$ cat config.mk
export PLATFORM = sky130hd
export DESIGN_NAME = dmem_arbiter
export DESIGN_NICKNAME = d
export VERILOG_FILES = /design/src/rtl/dmem_arbiter.sv
export SDC_FILE = /design/constraint.sdc
export NUM_CORES = 1
export LEC_CHECK = 0
export CORE_UTILIZATION = 30
export CTS_BUF_LIST = sky130_fd_sc_hd__clkbuf_2
export DETAILED_ROUTE_END_ITERATION = 12
export PLACE_DENSITY = 0.57
export SLEW_MARGIN = 15
export SYNTH_ARGS = -nofsm -noshare
export SYNTH_HDL_FRONTEND = slang
export SYNTH_SLANG_ARGS = --single-unit
$ cat constraint.sdc
create_clock -name clk -period 2.1 [get_ports clk]
set_input_delay 0.315 -clock clk [delete_from_list [all_inputs] [get_ports clk]]
set_output_delay 0.315 -clock clk [all_outputs]
set_load 0.02 [all_outputs]
$ cat src/rtl/dmem_arbiter.sv
// Data-memory arbiter: fixed-priority CPU port plus a debug port with a
// starvation guard and a lockable burst mode. Reads return one cycle later.
module dmem_arbiter #(
  parameter int XLEN         = 32,
  parameter int ADDR_W       = 7,
  parameter int DBG_MAX_WAIT = 4
) (
  input  logic              clk,
  input  logic              rst,
  input  logic              cpu_req,
  input  logic              cpu_we,
  input  logic [ADDR_W-1:0] cpu_addr,
  input  logic [XLEN-1:0]   cpu_wdata,
  input  logic [3:0]        cpu_be,
  output logic              cpu_gnt,
  output logic              cpu_stall,
  output logic              cpu_rvalid,
  output logic [XLEN-1:0]   cpu_rdata,
  input  logic              dbg_req,
  input  logic              dbg_we,
  input  logic [ADDR_W-1:0] dbg_addr,
  input  logic [XLEN-1:0]   dbg_wdata,
  input  logic [3:0]        dbg_be,
  input  logic              dbg_lock,
  output logic              dbg_gnt,
  output logic              dbg_rvalid,
  output logic [XLEN-1:0]   dbg_rdata,
  output logic              mem_en,
  output logic              mem_we,
  output logic [ADDR_W-1:0] mem_addr,
  output logic [XLEN-1:0]   mem_wdata,
  output logic [3:0]        mem_be,
  input  logic [XLEN-1:0]   mem_rdata
);

  typedef struct packed {
    logic              we;
    logic [ADDR_W-1:0] addr;
    logic [XLEN-1:0]   wdata;
    logic [3:0]        be;
  } req_t;

  typedef enum logic {CPU_PRI = 1'b0, DBG_LOCKED = 1'b1} state_e;

  localparam logic [3:0] MAX_WAIT = 4'(DBG_MAX_WAIT);

  state_e          state_q, state_d;
  logic [3:0]      wait_cnt_q, wait_cnt_d;
  logic            rd_vld_q, rd_vld_d;
  logic            rd_dbg_q, rd_dbg_d;
  logic [XLEN-1:0] cpu_rdata_q, cpu_rdata_d;
  logic [XLEN-1:0] dbg_rdata_q, dbg_rdata_d;
  req_t            hold_q, hold_d;
  req_t            cpu_r, dbg_r, sel;
  logic            force_dbg;

  assign cpu_r     = {cpu_we, cpu_addr, cpu_wdata, cpu_be};
  assign dbg_r     = {dbg_we, dbg_addr, dbg_wdata, dbg_be};
  assign force_dbg = (wait_cnt_q == MAX_WAIT) && dbg_req;

  // Grants are suppressed while in reset even if requests are asserted.
  always_comb begin
    cpu_gnt = 1'b0;
    dbg_gnt = 1'b0;
    if (!rst) begin
      case (state_q)
        CPU_PRI: begin
          if (cpu_req && !force_dbg) cpu_gnt = 1'b1;
          else if (dbg_req)          dbg_gnt = 1'b1;
        end
        DBG_LOCKED: dbg_gnt = dbg_req;
        default: ;
      endcase
    end
    cpu_stall = cpu_req & ~cpu_gnt & ~rst;
  end

  // With no grant the address/data side keeps its last value.
  always_comb begin
    sel = hold_q;
    if (cpu_gnt)      sel = cpu_r;
    else if (dbg_gnt) sel = dbg_r;
    hold_d    = sel;
    mem_en    = cpu_gnt | dbg_gnt;
    mem_we    = mem_en & sel.we;
    mem_addr  = sel.addr;
    mem_wdata = sel.wdata;
    mem_be    = sel.be;
  end

  always_comb begin
    state_d = state_q;
    case (state_q)
      CPU_PRI:    if (dbg_gnt && dbg_lock) state_d = DBG_LOCKED;
      DBG_LOCKED: if (!dbg_lock)           state_d = CPU_PRI;
      default:    state_d = CPU_PRI;
    endcase

    wait_cnt_d = wait_cnt_q;
    if (!dbg_req || dbg_gnt)     wait_cnt_d = '0;
    else if (wait_cnt_q != MAX_WAIT) wait_cnt_d = wait_cnt_q + 4'd1;

    rd_vld_d = mem_en & ~mem_we;
    rd_dbg_d = dbg_gnt;
  end

  // Return path: tag from last cycle selects which port sees mem_rdata.
  always_comb begin
    cpu_rvalid  = rd_vld_q & ~rd_dbg_q & ~rst;
    dbg_rvalid  = rd_vld_q &  rd_dbg_q & ~rst;
    cpu_rdata   = cpu_rvalid ? mem_rdata : cpu_rdata_q;
    dbg_rdata   = dbg_rvalid ? mem_rdata : dbg_rdata_q;
    cpu_rdata_d = cpu_rdata;
    dbg_rdata_d = dbg_rdata;
  end

  always_ff @(posedge clk) begin
    if (rst) begin
      state_q     <= CPU_PRI;
      wait_cnt_q  <= '0;
      rd_vld_q    <= 1'b0;
      rd_dbg_q    <= 1'b0;
      cpu_rdata_q <= '0;
      dbg_rdata_q <= '0;
      hold_q      <= '0;
    end else begin
      state_q     <= state_d;
      wait_cnt_q  <= wait_cnt_d;
      rd_vld_q    <= rd_vld_d;
      rd_dbg_q    <= rd_dbg_d;
      cpu_rdata_q <= cpu_rdata_d;
      dbg_rdata_q <= dbg_rdata_d;
      hold_q      <= hold_d;
    end
  end

endmodule

==> flow_metrics.tcl, run 1 <==
set metrics [dict create \
    fp.dieArea_mm2 0.0217 \
    drv_slew 0 \
    violations "setup timing" \
    grt-ovfl-total 0 \
    dp_hpwl_mm 13.5 \
    drv_cap 0 \
    tightest_slew_ps 595 \
    grt_max_degree 68 \
    crit_type "flop to primary output" \
    io_pins 239 \
    h-tree-depth 4 \
    finClkSkew_ps 35.1 \
    ant_nets 0 \
    place_area_mm2 0.00920 \
    grt_pass1_vias 5946 \
    start_kind "flop" \
    drt-wirelength-per-cell_um 16.7 \
    cts_tree "yes" \
    cp_cell_sequence "inv_2, ha_4, and4b_2, nor2_4, clkbuf_16, a222oi_1, buf_2" \
    endpoint_kind "primary output" \
    rsz0062_at_grt "true" \
    powerDensity_mw_per_mm2 557 \
    core_mm2 0.0205 \
    drtPass1Iterations 8 \
    synth_cell_types 37 \
    clk_pin_slew_worst_paths_ps 200 \
    synth_nets 815 \
    cp_num_buf_inv 3 \
    slowest_stage "dfxtp_2" \
    seq_area_frac_synth 0.360 \
    numCtsBuffers 17 \
    post-route-worst-setup-slack_ps -464 \
    clk_path_buf_depth 2 \
    setup_viol 113 \
    peakVddDrop_uv 316 \
    ys_ff_latch 114 \
    final_common_cell "clkdlybuf4s50_1" \
    viasPerCell 4.84 \
    num_vias 6040 \
    initial_utilization 0.309 \
    seqCellArea_mm2 0.00229 \
    fmax_mhz 390 \
    multi_input_area_mm2 0.00341 \
    synth_flop_cell "dfxtp_1" \
    synth_edf_count 0 \
    cp_data_required_time_ps 1780 \
    min_path_cells 4 \
    r2r_cells 10 \
    fin_area_mm2 0.0102 \
    crit_fanout 10 \
    syn_area_mm2 0.00633 \
    slowest_delay_ps 380 \
    p_leak_nw 4.58 \
    async_reset_ff_frac 0 \
    syn_inst 688 \
    die_w_um 147 \
    nets 1092 \
    drt_iter0_drc 297 \
    final_cell_mix "clkdlybuf4s50_1 (122), dfxtp_1 (109), buf_6 (93), nor2_1 (91), buf_4 (78)" \
    arrival_ps 2250 \
    drc 0 \
    cts-root-buf "clkbuf_2" \
    critical-path-top-delay-family "simple AND/OR/NAND/NOR gates" \
    setup_tns_ps -34490 \
    num-fill-cells 1958 \
    clock_latency_ps 660 \
    drive_above_1_share 0.362 \
    track_usage 0.191 \
    relSlewSlack 0.603 \
    grt_antenna_before_repair 1 \
    totalWireLength_mm 20.9 \
    gp_congestion 0.787 \
    cts.sinks 114 \
    die_h_um 147 \
    rrSetupSlack_ps 100 \
    yosysWarnings 0 \
    status "complete, but fails checks" \
    period_share 1.22 \
    hp-class "input pin to flop" \
    hold_violations 0 \
    grt_first_pass_wirelength_mm 32.3 \
    syn_to_final_growth_pct 60.6 \
    fp-row-count 52 \
    fin_crit_ps 2560 \
    synth_area_per_cell_um2 9.21 \
    portBuffers 238 \
    cp.depth 7 \
]
-- cell families (layout without fill, tap and decap cells) --
group | count (synthesis) | count (layout) | synth area share
XOR/XNOR | 2 | 2 | 0.00277
buffers and inverters | 153 | 442 | 0.132
adder cells (fa/ha/maj) | 2 | 2 | 0.00395
other | 0 | 1 | 0
multiplexers | 109 | 109 | 0.202
AO/OA/AOI/OAI | 94 | 94 | 0.128
flip-flops | 114 | 114 | 0.360
AND/OR/NAND/NOR | 214 | 214 | 0.171
-- path summary, 6_finish.rpt --
kind,from,endpoint
min,dbg_req,rd_dbg_q
max,wait_cnt_q[1],mem_wdata[11]
min reg2reg,hold_q[26],hold_q[26]
max reg2reg,wait_cnt_q[1],hold_q[42]
-- final cells by class --
type / instances / share of cell area
flip-flops and latches: 114 / 0.225
inverters: 49 / 0.0181
multi-input cells: 421 / 0.335
clock buffers: 17 / 0.00836
clock inverters: 14 / 0.0223
diodes: 1 / 0.000246
repair buffers: 362 / 0.357
well taps: 270 / 0.0332
-- routing by layer --
layer	track usage	vias up	wire length (um)
met5	0	-	0
met4	0.0490	0	242
met3	0.0665	15	1710
met2	0.320	251	10100
met1	0.232	2820	8850
li1	-	2954	-
-- cells in the mapped netlist, drive strengths merged (3+ instances only) --
| cell | n | area, um^2 |
|---|---|---|
| a21oi | 3 | 18.8 |
| buf | 79 | 556 |
| a222oi | 43 | 430 |
| a211oi | 44 | 330 |
| nor3 | 46 | 230 |
| inv | 49 | 184 |
| nor2 | 92 | 348 |
| clkbuf | 25 | 95.1 |
| mux2 | 64 | 830 |
| dfxtp | 114 | 2280 |
| and2 | 64 | 400 |
| mux2i | 45 | 450 |
-- metrics by stage --
step	total power [mW]	hold slack, ps	setup slack, ps	cells	util
floorplan	3.17	463	151	688	-
global placement	3.81	542	-569	1172	0.449
detailed placement	3.81	546	-601	1172	0.449
CTS	5.75	43.1	-527	1239	0.489
global route	5.99	68.5	-666	1247	0.496
finish	5.67	155	-464	1248	0.496
-- flip-flops by register name, indices dropped and copies added, names as in the netlist --
| signal | flops |
|---|---|
| hold_q | 43 |
| cpu_rdata_q | 32 |
| dbg_rdata_q | 32 |
| wait_cnt_q | 4 |
| rd_dbg_q | 1 |
| rd_vld_q | 1 |
| state_q | 1 |
-- tightest hold or removal path: stages --
cell	delay, ps
buf_2	150
inv_1	130
buf_4	150
nor3_1	60
-- power breakdown --
group / total, mW / leakage (nW) / switching, mW / internal, mW
Sequential: 2.30 / 0.935 / 0.0432 / 2.26
Clock: 1.87 / 0.172 / 0.960 / 0.915
Combinational: 1.49 / 3.47 / 0.705 / 0.785
Total: 5.67 / 4.58 / 1.71 / 3.96
-- what timing repair did --
action / in CTS / in global routing
hold buffers: 1 / 0
gates resized for setup: 682 / 42
cloned: 8 / 1
endpoints found under the hold margin: 1 / 0
setup endpoints to repair: 114 / 114
pin swaps: 25 / 26
setup buffers: 28 / 12
Power figures use the tool's default switching activity.
==> inputs of run 2 (changes only) <==
--- a/config.mk
+++ b/config.mk
@@ -5,6 +5,7 @@
 export SDC_FILE = /design/constraint.sdc
 export NUM_CORES = 1
 export LEC_CHECK = 0
+export ABC_CLOCK_PERIOD_IN_PS = 2100
 export CORE_UTILIZATION = 30
 export CTS_BUF_LIST = sky130_fd_sc_hd__clkbuf_2
 export DETAILED_ROUTE_END_ITERATION = 12
==> results of run 2 <==
No change in the layout: final DEF, timing and power equal those of run 1.
